--- src/rtl/div_res_station.sv ---
// Reservation station for the sequential divider: holds DIV/DIVU/REM/REMU ops until sources wake via the CDB.
// Latency: an op dispatched with ready sources can issue the cycle after dispatch; a CDB wakeup makes it eligible the cycle after.
// Backpressure: dispatch_ready drops when the station is full; ops wait in order while div_ready is low.
module div_res_station #(
  parameter int NUM_ENTRIES    = 4,
  parameter int PREG_BITS      = 6,
  parameter int ROB_BITS       = 5,
  parameter int STARTUP_CYCLES = 3
) (
  input  logic                                 clk,
  input  logic                                 rst,
  input  logic                                 flush,
  input  logic                                 dispatch_valid,
  output logic                                 dispatch_ready,
  input  logic [PREG_BITS-1:0]                 dispatch_ps1,
  input  logic [PREG_BITS-1:0]                 dispatch_ps2,
  input  logic                                 dispatch_ps1_rdy,
  input  logic                                 dispatch_ps2_rdy,
  input  logic [PREG_BITS-1:0]                 dispatch_pd,
  input  logic [4:0]                           dispatch_rd,
  input  logic [ROB_BITS-1:0]                  dispatch_rob,
  input  logic [2:0]                           dispatch_funct3,
  input  logic [31:0]                          dispatch_pc,
  input  logic                                 cdb_valid,
  input  logic [PREG_BITS-1:0]                 cdb_pd,
  input  logic                                 div_ready,
  output logic                                 issue_valid,
  output logic [PREG_BITS-1:0]                 issue_ps1,
  output logic [PREG_BITS-1:0]                 issue_ps2,
  output logic [PREG_BITS-1:0]                 issue_pd,
  output logic [4:0]                           issue_rd,
  output logic [ROB_BITS-1:0]                  issue_rob,
  output logic [2:0]                           issue_funct3,
  output logic [31:0]                          issue_pc,
  output logic [$clog2(NUM_ENTRIES+1)-1:0]     count
);

  localparam int CW = $clog2(NUM_ENTRIES + 1);
  localparam int IW = $clog2(NUM_ENTRIES);
  localparam int SW = (STARTUP_CYCLES > 0) ? $clog2(STARTUP_CYCLES + 1) : 1;

  typedef struct packed {
    logic [PREG_BITS-1:0] ps1;
    logic [PREG_BITS-1:0] ps2;
    logic                 ps1_rdy;
    logic                 ps2_rdy;
    logic [PREG_BITS-1:0] pd;
    logic [4:0]           rd;
    logic [ROB_BITS-1:0]  rob;
    logic [2:0]           funct3;
    logic [31:0]          pc;
  } entry_t;

  // Entry i is valid iff i < count_q: the queue is kept compacted from index 0 (oldest).
  entry_t                ent_q [NUM_ENTRIES];
  entry_t                ent_w [NUM_ENTRIES];
  entry_t                ent_d [NUM_ENTRIES];
  logic [CW-1:0]         count_q, count_d;
  logic [SW-1:0]         start_q, start_d;
  logic                  startup_done;
  logic [NUM_ENTRIES-1:0] rdy_vec;
  logic                  any_rdy;
  logic [IW-1:0]         sel;
  entry_t                sel_ent;
  entry_t                new_ent;
  logic                  accept;
  logic [CW-1:0]         wr_slot;

  // Startup inhibit: count up to STARTUP_CYCLES after reset, then hold.
  always_comb begin
    startup_done = (start_q >= SW'(STARTUP_CYCLES));
    start_d      = startup_done ? start_q : start_q + SW'(1);
  end

  // Issue eligibility uses only registered ready bits, so a same-cycle wakeup cannot issue yet.
  always_comb begin
    for (int i = 0; i < NUM_ENTRIES; i++) begin
      rdy_vec[i] = (CW'(i) < count_q) && ent_q[i].ps1_rdy && ent_q[i].ps2_rdy;
    end
  end

  // Oldest-first select: lowest ready index wins.
  always_comb begin
    any_rdy = 1'b0;
    sel     = '0;
    for (int i = NUM_ENTRIES - 1; i >= 0; i--) begin
      if (rdy_vec[i]) begin
        any_rdy = 1'b1;
        sel     = IW'(i);
      end
    end
  end

  assign sel_ent = ent_q[sel];

  // Issue strobe and fields; fields are zeroed whenever nothing issues.
  always_comb begin
    issue_valid  = !rst && div_ready && !flush && startup_done && any_rdy;
    issue_ps1    = '0;
    issue_ps2    = '0;
    issue_pd     = '0;
    issue_rd     = '0;
    issue_rob    = '0;
    issue_funct3 = '0;
    issue_pc     = '0;
    if (issue_valid) begin
      issue_ps1    = sel_ent.ps1;
      issue_ps2    = sel_ent.ps2;
      issue_pd     = sel_ent.pd;
      issue_rd     = sel_ent.rd;
      issue_rob    = sel_ent.rob;
      issue_funct3 = sel_ent.funct3;
      issue_pc     = sel_ent.pc;
    end
  end

  // Dispatch acceptance; the new op goes to the first free slot after this cycle's compaction.
  always_comb begin
    dispatch_ready = !rst && (count_q != CW'(NUM_ENTRIES));
    accept         = dispatch_valid && dispatch_ready && !flush;
    wr_slot        = count_q - CW'(issue_valid);
    new_ent.ps1     = dispatch_ps1;
    new_ent.ps2     = dispatch_ps2;
    new_ent.ps1_rdy = dispatch_ps1_rdy || (cdb_valid && (cdb_pd == dispatch_ps1));
    new_ent.ps2_rdy = dispatch_ps2_rdy || (cdb_valid && (cdb_pd == dispatch_ps2));
    new_ent.pd      = dispatch_pd;
    new_ent.rd      = dispatch_rd;
    new_ent.rob     = dispatch_rob;
    new_ent.funct3  = dispatch_funct3;
    new_ent.pc      = dispatch_pc;
  end

  // CDB snoop: set matching source-ready bits in every valid entry.
  always_comb begin
    for (int i = 0; i < NUM_ENTRIES; i++) begin
      ent_w[i] = ent_q[i];
      if (cdb_valid && (CW'(i) < count_q)) begin
        if (ent_q[i].ps1 == cdb_pd) ent_w[i].ps1_rdy = 1'b1;
        if (ent_q[i].ps2 == cdb_pd) ent_w[i].ps2_rdy = 1'b1;
      end
    end
  end

  // Next state: remove the issued entry by shifting the younger ones down, then append the new op.
  always_comb begin
    for (int i = 0; i < NUM_ENTRIES; i++) begin
      ent_d[i] = ent_w[i];
    end
    if (issue_valid) begin
      for (int i = 0; i < NUM_ENTRIES - 1; i++) begin
        if (IW'(i) >= sel) ent_d[i] = ent_w[i+1];
      end
    end
    if (accept) begin
      for (int i = 0; i < NUM_ENTRIES; i++) begin
        if (CW'(i) == wr_slot) ent_d[i] = new_ent;
      end
    end
    count_d = count_q + CW'(accept) - CW'(issue_valid);
    // Flush empties the queue; stale slot contents are masked by count and overwritten on dispatch.
    if (flush) count_d = '0;
  end

  // State registers with synchronous reset.
  always_ff @(posedge clk) begin
    if (rst) begin
      count_q <= '0;
      start_q <= '0;
      for (int i = 0; i < NUM_ENTRIES; i++) begin
        ent_q[i] <= '0;
      end
    end else begin
      count_q <= count_d;
      start_q <= start_d;
      for (int i = 0; i < NUM_ENTRIES; i++) begin
        ent_q[i] <= ent_d[i];
      end
    end
  end

  assign count = count_q;

endmodule

--- config.mk ---
export PLATFORM = sky130hd
export DESIGN_NAME = div_res_station
export DESIGN_NICKNAME = d
export VERILOG_FILES = /design/src/rtl/div_res_station.sv
export SDC_FILE = /design/constraint.sdc
export NUM_CORES = 1
export LEC_CHECK = 0
export ABC_CLOCK_PERIOD_IN_PS = 4600
export CORE_AREA = 2 2 192 194
export DETAILED_ROUTE_END_ITERATION = 12
export DIE_AREA = 0 0 194 196
export DONT_BUFFER_PORTS = 1
export PLACE_DENSITY = 0.62
export RECOVER_POWER = 25
export SYNTH_ARGS = -nofsm -noshare
export SYNTH_HDL_FRONTEND = slang
export SYNTH_SLANG_ARGS = --single-unit
--- constraint.sdc ---
create_clock -name clk -period 4.6 [get_ports clk]
set_input_delay 0.92 -clock clk [delete_from_list [all_inputs] [get_ports clk]]
set_output_delay 0.92 -clock clk [all_outputs]
set_load 0.1 [all_outputs]
==> results.rst <==
.. list-table::
   :header-rows: 1

   * - Metric
     - Value
   * - Post-route clock skew
     - 0.00994 ns
   * - Data arrival at the endpoint of the critical path
     - 3.41 ns
   * - Cell count of the worst hold path
     - 1
   * - Overflow left after global routing
     - 0
   * - # hold bufs at CTS
     - 0
   * - Max-Slew Margin vs Limit
     - 1.82%
   * - Data required time of the worst path
     - 3.68 ns
   * - Cell count after synthesis
     - 1708
   * - Vertical die dimension
     - 196 µm
   * - Total die area
     - 0.0380 mm²
   * - Final instance count without filler cells
     - 2165
   * - Slew @ Worst Pin
     - 1.47 ns
   * - Placer's final routability congestion estimate
     - 0.873
   * - Count of vias placed by the detailed router
     - 12800
   * - Met2 Resource Use GR
     - 38.9%
   * - Total global-route track usage
     - 23.5%
   * - Max Freq
     - 231 MHz
   * - Final number of hold-violating endpoints
     - 0
   * - Worst setup slack for register-to-register paths
     - 0.55 ns
   * - Kind of launch point of the worst setup path
     - flip-flop
   * - Tot Pwr
     - 4.99 mW
   * - Share of flip-flops with an asynchronous set or reset
     - 0%
   * - Static Leak
     - 5.21 nW
   * - Area of the mapped netlist
     - 0.0142 mm²
   * - Post-Synthesis Mean Instance Area
     - 8.33 µm²
   * - Final Setup Violations
     - 0
   * - End of the worst hold path
     - count[2]
   * - Max IR drop VDD
     - 0.286 mV
   * - Port Buf Inserts
     - 0
   * - Global routing's busiest layer
     - met2
   * - Fraction of the cycle the final worst path needs
     - 94.1%
   * - Placed wire-length estimate
     - 27600 µm
   * - Count of instances resized after the clock tree is built
     - 0
   * - Number of buffers added for setup after CTS
     - 0
   * - Worst path buffer plus inverter count
     - 4
   * - Clock root cell
     - sky130_fd_sc_hd__clkbuf_16
   * - Ports placed on the boundary
     - 145
   * - Antenna diodes
     - 0
   * - Via count of the first global-routing pass
     - 12600
   * - Most common library cell in the layout ignoring fill and taps
     - sky130_fd_sc_hd__nand2_1
   * - Crit path max fanout
     - 28
   * - Crit path max-delay cell type
     - sky130_fd_sc_hd__buf_4
   * - Slew Viols, Final
     - 0
   * - Worst flop-to-flop path endpoint
     - ent_q[3][15]
   * - First-pass GRT wire length
     - 72900 µm
   * - CTS tree
     - done
   * - Remaining antenna violation count
     - 0
   * - Starting density of the core
     - 39.4%
   * - Die width
     - 194 µm
   * - Type of destination of the critical path
     - primary output
   * - Pin count of the biggest net entering global routing
     - 261
   * - Mapped Nets
     - 1794
   * - Crit path max-delay family
     - buffers and inverters
   * - Area delta synth->final
     - 19.1%
   * - Post-layout nets
     - 1760
   * - Placed insts
     - 2109
   * - Number of distinct library cells after synthesis
     - 47
   * - Longest individual stage delay on the worst path
     - 0.49 ns
   * - TritonCTS buffer count
     - 31
   * - Clock latency of the later-clocked register in the worst-skew pair
     - 0.56 ns
   * - Final wirelength
     - 45800 µm
   * - Placeable Area
     - 0.0361 mm²
   * - Classification of the worst setup path
     - reg2out
   * - Cell repeated most along the worst path
     - sky130_fd_sc_hd__buf_4
   * - Portion of the post-synthesis area used by sequential elements
     - 37.3%
   * - #FFs+latches synth
     - 265
   * - Per-cell routed wire length
     - 21.2 µm
   * - Initial antenna violation count
     - 0
   * - Number of clock sinks seen by CTS
     - 265
   * - Areal power density over the cells
     - 294 mW/mm²
   * - Min-delay src
     - flush
   * - Clock period minus final worst setup slack
     - 4.33 ns
   * - Number of placement rows
     - 70
   * - Hold crit path type
     - in2reg
   * - M1 GR Usage
     - 31.3%
   * - Clock transition at path regs
     - 0.06 ns
   * - Warnings, synthesis
     - 0
   * - R2R cell count
     - 13
   * - Unrepaired setup endpoints after global routing
     - false
   * - Crit-path cells
     - inv_1 > ha_1 > nand2b_1 > and3_2 > buf_4 > buf_4 > a22oi_1 > o22ai_2 > buf_12
   * - Buffers from clock root to sink, at most
     - 3
   * - Post-detailed-route DRC marker count
     - 0
   * - Most frequently used flop master after synthesis
     - sky130_fd_sc_hd__dfxtp_1
   * - Source of the worst register-to-register timing path
     - count[1]
   * - Layout fillers
     - 3433
   * - Ratio of cells with drive above 1 in the final layout
     - 16.3%
   * - Top library cells by usage in the layout, fill and taps aside
     - 336 x sky130_fd_sc_hd__nand2_1, 264 x sky130_fd_sc_hd__dfxtp_1, 204 x sky130_fd_sc_hd__nor2_1, 130 x sky130_fd_sc_hd__mux2i_1, 76 x sky130_fd_sc_hd__a311oi_1
   * - Number of enable flip-flop cells after synthesis
     - 0
   * - Detailed-routing iteration count for the pre-antenna-repair pass
     - 5
   * - Number of max-capacitance violations reported
     - 0
   * - Result of the run
     - finished clean
   * - Met3 GRT Util
     - 4.23%
   * - Initial DRC Count
     - 1076
   * - Deepest level of the CTS H-tree
     - 1
   * - Vias per cell
     - 5.91
==> flip-flops by register name, indices dropped and copies added (netlist names) <==
| signal | count |
|---|---|
| count | 3 |
| ent_q | 260 |
| start_q | 2 |
==> power by group <==
group / total, mW / internal, mW / switching (mW)
Sequential: 2.36 / 2.33 / 0.0249
Combinational: 0.153 / 0.0710 / 0.0823
Clock: 2.48 / 1.47 / 1.01
Total: 4.99 / 3.88 / 1.11
==> per-layer routing <==
metal / part of all wire (%) / up-vias
met2: 47 / 404
met5: 0 / -
met4: 2.1 / 0
met1: 44 / 6252
li1: - / 6067
met3: 7.0 / 69
==> final cells by class <==
class	count	area, µm²	area share (%)
Clock buffer	47	916	5.41
Clock inverter	9	100	0.591
Tap cell	468	586	3.46
Inverter	21	78.8	0.465
Multi-Input combinational cell	1255	8330	49.2
Sequential cell	265	5310	31.3
Timing Repair Buffer	100	1630	9.60
==> kinds of logic (layout without fill, tap and decap cells) <==
kind of cell               after synthesis  after routing  share of synthesized area [%]
buffers and inverters                  188            177                           7.17
adders and majority gates                9              9                          0.844
and+or+nand+nor                        598            598                           16.7
muxes                                  130            130                           9.15
AOI/OAI and AO/OA                      455            455                           25.0
DFF                                    265            265                           37.3
xor gates and xnor gates                63             63                           3.88
==> synthesized netlist by cell type, types with 3 or more instances <==
library cell / number / share of area [%]
sky130_fd_sc_hd__a41o_1: 8 / 0.56
sky130_fd_sc_hd__nor3_1: 10 / 0.35
sky130_fd_sc_hd__xnor2_1: 27 / 1.7
sky130_fd_sc_hd__and2_1: 4 / 0.18
sky130_fd_sc_hd__o21ai_1: 16 / 0.56
sky130_fd_sc_hd__a311oi_1: 76 / 4.7
sky130_fd_sc_hd__xor2_1: 36 / 2.2
sky130_fd_sc_hd__a21oi_1: 66 / 2.3
sky130_fd_sc_hd__buf_6: 25 / 2.0
sky130_fd_sc_hd__nor4_1: 4 / 0.18
sky130_fd_sc_hd__nor2_1: 218 / 5.8
sky130_fd_sc_hd__nand3_1: 6 / 0.21
sky130_fd_sc_hd__o21ai_0: 51 / 1.8
sky130_fd_sc_hd__nand2b_1: 3 / 0.13
sky130_fd_sc_hd__and3_1: 3 / 0.13
sky130_fd_sc_hd__a22oi_1: 50 / 2.6
sky130_fd_sc_hd__nand2_1: 336 / 8.9
sky130_fd_sc_hd__buf_4: 14 / 0.74
sky130_fd_sc_hd__a222oi_1: 13 / 0.91
sky130_fd_sc_hd__a311oi_2: 50 / 5.3
sky130_fd_sc_hd__ha_1: 8 / 0.70
sky130_fd_sc_hd__dfxtp_1: 265 / 37
sky130_fd_sc_hd__a211oi_1: 64 / 3.4
sky130_fd_sc_hd__buf_2: 59 / 2.1
sky130_fd_sc_hd__nand4_1: 3 / 0.13
sky130_fd_sc_hd__mux2i_1: 130 / 9.1
sky130_fd_sc_hd__inv_1: 21 / 0.55
sky130_fd_sc_hd__o22ai_1: 51 / 2.2
sky130_fd_sc_hd__clkbuf_1: 68 / 1.8
==> worst max path at each step <==
stage	from	to	slack, ns	depth (start not counted)
6_report	count[1]	issue_pd[1]	0.27	9
5_1_grt	count[1]	issue_pc[26]	0.13	8
4_1_cts	count[1]	issue_ps2[5]	0.34	9
3_5_place_dp	count[1]	ent_q[0][46]	0.91	14
3_3_place_gp	count[1]	issue_pc[5]	0.96	9
2_1_floorplan	count[0]	issue_pd[0]	-0.05	8
==> per-stage QoR <==
step | hold WS, ns | TNS (ns) | cell area (µm²) | utilization, % | setup WS (ns)
floorplan | 0.449 | -0.467 | 14400 | - | -0.0467
global route | 0.419 | 0 | 16900 | 46.9 | 0.126
finish | 0.429 | 0 | 16900 | 46.9 | 0.271
CTS | 0.415 | 0 | 17000 | 47.0 | 0.339
global placement | 0.452 | 0 | 15900 | 44.2 | 0.964
detailed placement | 0.458 | 0 | 15900 | 44.2 | 0.910
(Power assumes the default switching activity.)
